[config.mk]
export PLATFORM = sky130hd
export DESIGN_NAME = ram_arbiter
export DESIGN_NICKNAME = d
export VERILOG_FILES = /design/src/rtl/ram_arbiter.sv
export SDC_FILE = /design/constraint.sdc
export NUM_CORES = 1
export LEC_CHECK = 0
export CELL_PAD_IN_SITES_DETAIL_PLACEMENT = 1
export CELL_PAD_IN_SITES_GLOBAL_PLACEMENT = 2
export CORE_MARGIN = 3
export CORE_UTILIZATION = 19
export CTS_CLUSTER_DIAMETER = 30
export DETAILED_ROUTE_END_ITERATION = 8
export GPL_TIMING_DRIVEN = 0
export PLACE_DENSITY_LB_ADDON = 0.1
export SYNTH_ARGS = -nofsm -noshare
export SYNTH_HDL_FRONTEND = slang
export SYNTH_SLANG_ARGS = --single-unit
[constraint.sdc]
create_clock -name clock -period 3.1 [get_ports clock]
set_input_delay 0.62 -clock clock [delete_from_list [all_inputs] [get_ports clock]]
set_output_delay 0.62 -clock clock [all_outputs]
set_load 0.05 [all_outputs]
[src/rtl/ram_arbiter.sv]
`default_nettype none
// ============================================================================
// Module   : ram_arbiter
// Brief    : Two-requester round-robin arbiter in front of a single-port RAM
//            with combinational read. m0 is the processor, m1 the DMA port.
//            m1 may hold a locked burst of up to MAX_BURST beats. Read data
//            is registered back to the winning requester one cycle later.
// Revision : 1.0 - initial release
// ============================================================================
module ram_arbiter #(
    parameter int MEMORY_BUS_WIDTH = 32,
    parameter int ADDR_WIDTH       = 32,
    parameter int MAX_BURST        = 16
) (
    input  logic                        clock,
    input  logic                        reset,
    input  logic                        m0_req,
    input  logic [ADDR_WIDTH-1:0]       m0_addr,
    input  logic [MEMORY_BUS_WIDTH-1:0] m0_wdata,
    input  logic [3:0]                  m0_wb,
    output logic                        m0_gnt,
    output logic [MEMORY_BUS_WIDTH-1:0] m0_rdata,
    output logic                        m0_rvalid,
    input  logic                        m1_req,
    input  logic [ADDR_WIDTH-1:0]       m1_addr,
    input  logic [MEMORY_BUS_WIDTH-1:0] m1_wdata,
    input  logic [3:0]                  m1_wb,
    input  logic                        m1_lock,
    output logic                        m1_gnt,
    output logic [MEMORY_BUS_WIDTH-1:0] m1_rdata,
    output logic                        m1_rvalid,
    output logic                        mem_enable_out,
    output logic [ADDR_WIDTH-1:0]       mem_addr_out,
    output logic [MEMORY_BUS_WIDTH-1:0] mem_data_out,
    output logic [3:0]                  mem_wb_out,
    input  logic [MEMORY_BUS_WIDTH-1:0] mem_data_in
);

    localparam int c_CNT_W = $clog2(MAX_BURST + 1);

    localparam logic [0:0] c_ST_ARB   = 1'b0;
    localparam logic [0:0] c_ST_BURST = 1'b1;

    localparam logic c_M0 = 1'b0;
    localparam logic c_M1 = 1'b1;

    localparam logic [c_CNT_W-1:0] c_CNT_ONE = c_CNT_W'(1);
    localparam logic [c_CNT_W-1:0] c_CNT_MAX = c_CNT_W'(MAX_BURST);

    logic [0:0]                  r_state;
    logic                        r_last;
    logic [c_CNT_W-1:0]          r_cnt;
    logic [MEMORY_BUS_WIDTH-1:0] r_m0_rdata;
    logic [MEMORY_BUS_WIDTH-1:0] r_m1_rdata;
    logic                        r_m0_rvalid;
    logic                        r_m1_rvalid;

    logic                        w_gnt0;
    logic                        w_gnt1;
    logic                        w_final_beat;

    // The beat granted now is the MAX_BURST-th one of the burst
    assign w_final_beat = ((r_cnt + c_CNT_ONE) >= c_CNT_MAX);

    // Grant decision: burst keeps m1 while it holds req+lock, otherwise round-robin
    always_comb begin
        w_gnt0 = 1'b0;
        w_gnt1 = 1'b0;
        if (!reset) begin
            if (r_state == c_ST_BURST) begin
                w_gnt1 = m1_req & m1_lock;
            end else if (m0_req && m1_req) begin
                w_gnt0 = (r_last == c_M1);
                w_gnt1 = (r_last == c_M0);
            end else begin
                w_gnt0 = m0_req;
                w_gnt1 = m1_req;
            end
        end
    end

    // RAM port mux: winner's fields pass straight through, all zero when idle
    always_comb begin
        mem_enable_out = 1'b0;
        mem_addr_out   = '0;
        mem_data_out   = '0;
        mem_wb_out     = 4'b0000;
        if (w_gnt0) begin
            mem_enable_out = 1'b1;
            mem_addr_out   = m0_addr;
            mem_data_out   = m0_wdata;
            mem_wb_out     = m0_wb;
        end else if (w_gnt1) begin
            mem_enable_out = 1'b1;
            mem_addr_out   = m1_addr;
            mem_data_out   = m1_wdata;
            mem_wb_out     = m1_wb;
        end
    end

    // Arbitration state: last winner, burst entry/exit and saturating beat count
    always_ff @(posedge clock) begin
        if (reset) begin
            r_state <= c_ST_ARB;
            r_last  <= c_M1;
            r_cnt   <= '0;
        end else if (r_state == c_ST_ARB) begin
            if (w_gnt0) begin
                r_last <= c_M0;
            end else if (w_gnt1) begin
                r_last <= c_M1;
                if (m1_lock) begin
                    r_state <= c_ST_BURST;
                    r_cnt   <= c_CNT_ONE;
                end
            end
        end else begin
            // m1 is recorded as last on exit so m0 wins the next contest
            r_last <= c_M1;
            if (w_gnt1) begin
                if (r_cnt != c_CNT_MAX) begin
                    r_cnt <= r_cnt + c_CNT_ONE;
                end
                if (w_final_beat) begin
                    r_state <= c_ST_ARB;
                end
            end else begin
                r_state <= c_ST_ARB;
            end
        end
    end

    // Read return: capture RAM data for the read winner, one-cycle valid pulse
    always_ff @(posedge clock) begin
        if (reset) begin
            r_m0_rdata  <= '0;
            r_m1_rdata  <= '0;
            r_m0_rvalid <= 1'b0;
            r_m1_rvalid <= 1'b0;
        end else begin
            r_m0_rvalid <= w_gnt0 && (m0_wb == 4'b0000);
            r_m1_rvalid <= w_gnt1 && (m1_wb == 4'b0000);
            if (w_gnt0 && (m0_wb == 4'b0000)) begin
                r_m0_rdata <= mem_data_in;
            end
            if (w_gnt1 && (m1_wb == 4'b0000)) begin
                r_m1_rdata <= mem_data_in;
            end
        end
    end

    assign m0_gnt    = w_gnt0;
    assign m1_gnt    = w_gnt1;
    assign m0_rdata  = r_m0_rdata;
    assign m1_rdata  = r_m1_rdata;
    assign m0_rvalid = r_m0_rvalid;
    assign m1_rvalid = r_m1_rvalid;

endmodule
`default_nettype wire

* After elaboration in Yosys (flattened, before gate mapping)
Index checks and enable logic that the tools add are counted.
** Cells by class
- Eq/ne operators :: 3
- Reductions and logical operators :: 9
- Muxes and demuxes :: 28
- Bitwise gates (word level) :: 2
- $add $sub $neg :: 1
- $lt $le $gt $ge :: 1
** Operators with widths (count)
- 32-bit two-way mux :: 4
- 5-bit two-way mux :: 6
- 1-bit two-way mux :: 16
- 4-bit zero test :: 2
- 4-bit two-way mux :: 2
- 5-bit by 1-bit adder with 5-bit output (second input constant) :: 1
- 5-bit greater-or-equal comparator (second input constant) :: 1
- 5-bit inequality test (second input constant) :: 1
- 4-bit AND reduction :: 1
- 2-bit nonzero test :: 2
- 1-bit logical AND :: 3
- 2-bit by 1-bit inequality test with 1-bit output (second input constant) :: 1
- 2-bit inequality test (second input constant) :: 1
- 2-bit OR reduction :: 1
- 1-bit AND :: 1
- 1-bit NOT :: 1
** Word-level totals
- Register bits :: 73
- Input bits :: 173

* Depth between registers and ports, before layout
Gate-level depths: netlist of the first run.
- Depth after elaboration :: 7
- Depth in mapped cells :: 6
- Gate-level depth less buffers :: 5

* Worst setup path after synthesis of the first run
OpenSTA, ideal clock, no wires.
- Path kind :: input to output
- Start :: in m1_req
- End :: out mem_addr_out[10]
- Cell stages on the path :: 5
- Buffers on the path :: 2
- Data required time :: 2.480 ns
- Path slack :: 0.603 ns
- Arrival time :: 1.877 ns
- Path through :: nor2b_1 -> and3_1 -> buf_2 -> buf_2 -> a22o_1
** Between the ends
- Longest elaborated chain between the ends :: 6
- Elaborated cells on any way between the ends :: 10
- Classes of those cells :: mux: 8; bitwise: 1; reduce/logical: 1
** Ends and longest elaborated chain
- start: declaration :: line 24 : input logic m1_req,
- 1-bit logical AND :: line 72 : end else if (m0_req && m1_req) begin
- 1-bit two-way mux :: line 72
- 1-bit two-way mux * :: line 70 : if (r_state == c_ST_BURST) begin
- 1-bit two-way mux * :: line 69 : if (!reset) begin
- named net m1_gnt :: line 29 : output logic m1_gnt,
- 32-bit two-way mux * :: line 93 : end else if (w_gnt1) begin
- 32-bit two-way mux * :: line 88 : if (w_gnt0) begin
- end: declaration :: line 33 : output logic [ADDR_WIDTH-1:0] mem_addr_out,
The timed path passes the listed nets; every way through them passes the cells marked *.

* Final worst setup path of the first run
- Start :: in reset
- End :: out mem_addr_out[19]
** Between the ends
- Longest elaborated chain between the ends :: 3
- Elaborated cells on any way between the ends :: 4
- Classes of those cells :: mux: 4
** Ends and longest elaborated chain
- start: declaration :: line 16 : input logic reset,
- 1-bit two-way mux :: line 69
- 32-bit two-way mux :: line 93
- 32-bit two-way mux * :: line 88
Every way passes the cells marked *; elsewhere a longest branch is shown, timed or not.

==> reports/metrics.cfg, run 1 <==
[timing]
report.final.slew_viol_count=0
max_freq_ghz=0.3332
hold_viol=0
tns_ps=0
whs_ps=480.6
fin_worst_skew_ps=9.918
period_needed_ps=3001
setup_viol=0
fin_crit_sh_pct=96.82
relSlewSlack_pct=58.45
worst_slew_pin_slew_ps=621.3

[routing]
vias=4167
ant_nets=0
drtIter0Drc=95
drc=0
drt-total-wl_um=19250
drtPass1Iterations=4
wl_per_cell_um=20.29
vias_per_cell=4.391

[synthesis]
syn_area_um2=3805
synth_top_family_by_area=compound AO/OA/AOI/OAI gates
synth.distinct_cells=46
synth_seq_cells=73
ys_warn_count=0
yosys_most_used_dff=dfxtp_1
synth-compound-area-share_pct=18.35
syn_avg_cell_area_um2=10.57
synth_edf_count=0
synth_adder_area_share_pct=0.6577
synthSimpleGateAreaFrac_pct=18.35
synth_mux_area_share_pct=17.95
async_flop_share_pct=0
synth_fp_nets=535
synth_xor_area_share_pct=0.2302
ys_seq_area_share_pct=38.41
syn-instance-count=360

[global_routing]
grt-ovfl-total=0
grt_max_degree=12
grt_pass1_vias=4504
track_usage_pct=17.40
antenna_found_initial=0
grt_pass1_wl_um=29120

[final_layout]
nets=855
fillers=2210
final_cell_mix=clkdlybuf4s50_1 (237), dfxtp_1 (73), a22o_1 (68), clkbuf_4 (39), nor2b_1 (39)
post-route-cell-area_um2=7303
utilization_pct=37.28
multi_input_area_um2=2116
layout_commonest_cell=clkdlybuf4s50_1
drive_gt1_share_pct=22.37
num_antenna_cells=0
seqCellArea_um2=1461
syn2layout_area_growth_pct=91.94
instances_no_fill=949

[clocking]
clk_transition_reported_paths_ps=60
clock_sinks=73
cts_hold_buffers=0
cts_max_level=3
numCtsBuffers=9
tritoncts=yes
post-cts-setup-buffer-count=0
clockRootBuffer=clkbuf_16
clk_latency_ps=340
clock_path_buffers=2

[critical_path]
r2r-start=r_state
path_delay_family=buffers and inverters
path_buf_inv=3
endpoint_kind=output port
r2r.worst_path.cells=5
timing.rr.end=m1_rdata[21]
endpoint=mem_addr_out[19]
cp-start-kind=primary input
crit_fanout=10
critical_path.cell_chain=clkdlybuf4s50_1, or3b_4, nor2_8, buf_6, a22o_1, buf_2
crit_slowest_cell=clkdlybuf4s50_1
path_class=in -> out
max_stage_delay_ps=500
reg2reg_slack_ps=1460
crit_start=reset
cp.depth=6
cp.required_ps=2480
cp.arrival_ps=2380

[die]
dieWidth_um=147.5
start_util_pct=19.42
rows=51
die_area_um2=21760
core_area_um2=19590
io_pins=310
die_h_um=147.5

[run_status]
status=completed

[run]
maxCapViolCount=0

[placement]
dp_hpwl_um=15760
dp.cells=934
dpl_cell_area_um2=7229
io_buffer_count=309
gp_congestion=0.8238

[hold_path]
hp-class=reg -> reg

[power_and_ir_drop]
ir_drop_v=0.0002004
power.density_nw_per_um2=373.5
p_leak_nw=3.082

## cell usage after synthesis, types with 2 or more instances
cell | instances | area (um^2)
dfxtp_1 | 73 | 1461
a22o_1 | 68 | 595.6
nor2b_1 | 40 | 250.2
mux2_2 | 37 | 416.7
nand2b_1 | 37 | 231.5
mux2i_1 | 24 | 240.2
buf_2 | 13 | 65.06
buf_6 | 9 | 101.4
clkbuf_1 | 8 | 30.03
inv_1 | 6 | 22.52
a21oi_1 | 3 | 15.01
nand4_1 | 3 | 18.77
a311oi_1 | 2 | 17.52
a31oi_1 | 2 | 12.51
ha_1 | 2 | 25.02
nand3_1 | 2 | 10.01
o31ai_1 | 2 | 15.01
## layout make-up
cell class | count | share of cell area (%)
clock buffer | 12 | 3.375
clock inverter | 3 | 0.2398
multi-input combinational | 249 | 28.97
inverter | 7 | 0.3598
timing repair buffer | 309 | 39.44
buffer | 31 | 3.067
sequential | 73 | 20.01
tap | 265 | 4.540
## tightest hold or removal path, cell delays in order (launching register included)
cell and delay, ps:
dfxtp_1 310, nand2b_1 60, mux2i_1 60
## timing repair
item / 4_1_cts / 5_1_grt
endpoints found under the hold margin: 0 / 0
setup endpoints to repair: 71 / 62
resized for setup: 367 / 49
## flip-flops by register name (all words and copies together) (netlist names)
name / count
r_state: 1
r_last: 1
r_cnt: 5
m1_rvalid: 1
m1_rdata: 32
m0_rvalid: 1
m0_rdata: 32
## how the worst min path moves through the flow
stage	slack (ps)	startpoint	cells past startpoint	end
2_1_floorplan	470	r_cnt[3]	1	r_cnt[3]
6_report	480	m0_rdata[22]	2	m0_rdata[22]
5_1_grt	510	m1_rdata[2]	2	m1_rdata[2]
3_3_place_gp	460	m0_rdata[19]	2	m0_rdata[19]
4_1_cts	490	m0_rdata[5]	2	m0_rdata[5]
3_5_place_dp	470	m0_rdata[22]	2	m0_rdata[22]
## per-layer routing
layer	global-route usage [%]	share of wire, %
met1	18.93	38
met2	31.61	52
met3	6.376	8.4
met4	5.079	1.9
met5	0	0
## per-stage QoR
stage | setup slack (ps) | power [mW]
after global placement | -615.8 | 1.839
final | 98.68 | 2.727
after floorplan | 603.4 | 1.409
after detailed placement | -637.4 | 1.847
after global routing | -1.529 | 2.851
after CTS | -3.250 | 2.763
## logic make-up after synthesis
logic type,Yosys count
AO/OA/AOI/OAI,82
XOR/XNOR,1
adder cells (fa/ha/maj),2
buffers and inverters,38
flip-flops,73
multiplexers,63
AND/OR/NAND/NOR,101
## where the power goes
part / internal [mW] / switching [mW]
Sequential: 0.949 / 0.00721
Clock: 0.556 / 0.384
Combinational: 0.371 / 0.460
Note: power is estimated with default switching activity, not from simulation.
==> run 2, diff against run 1 <==
--- a/config.mk
+++ b/config.mk
@@ -9,7 +9,7 @@
 export CELL_PAD_IN_SITES_GLOBAL_PLACEMENT = 2
 export CORE_MARGIN = 3
 export CORE_UTILIZATION = 19
-export CTS_CLUSTER_DIAMETER = 30
+export CTS_CLUSTER_DIAMETER = 100
 export DETAILED_ROUTE_END_ITERATION = 8
 export GPL_TIMING_DRIVEN = 0
 export PLACE_DENSITY_LB_ADDON = 0.1
==> results of run 2 <==
No change in the layout: final DEF, timing and power equal those of run 1.
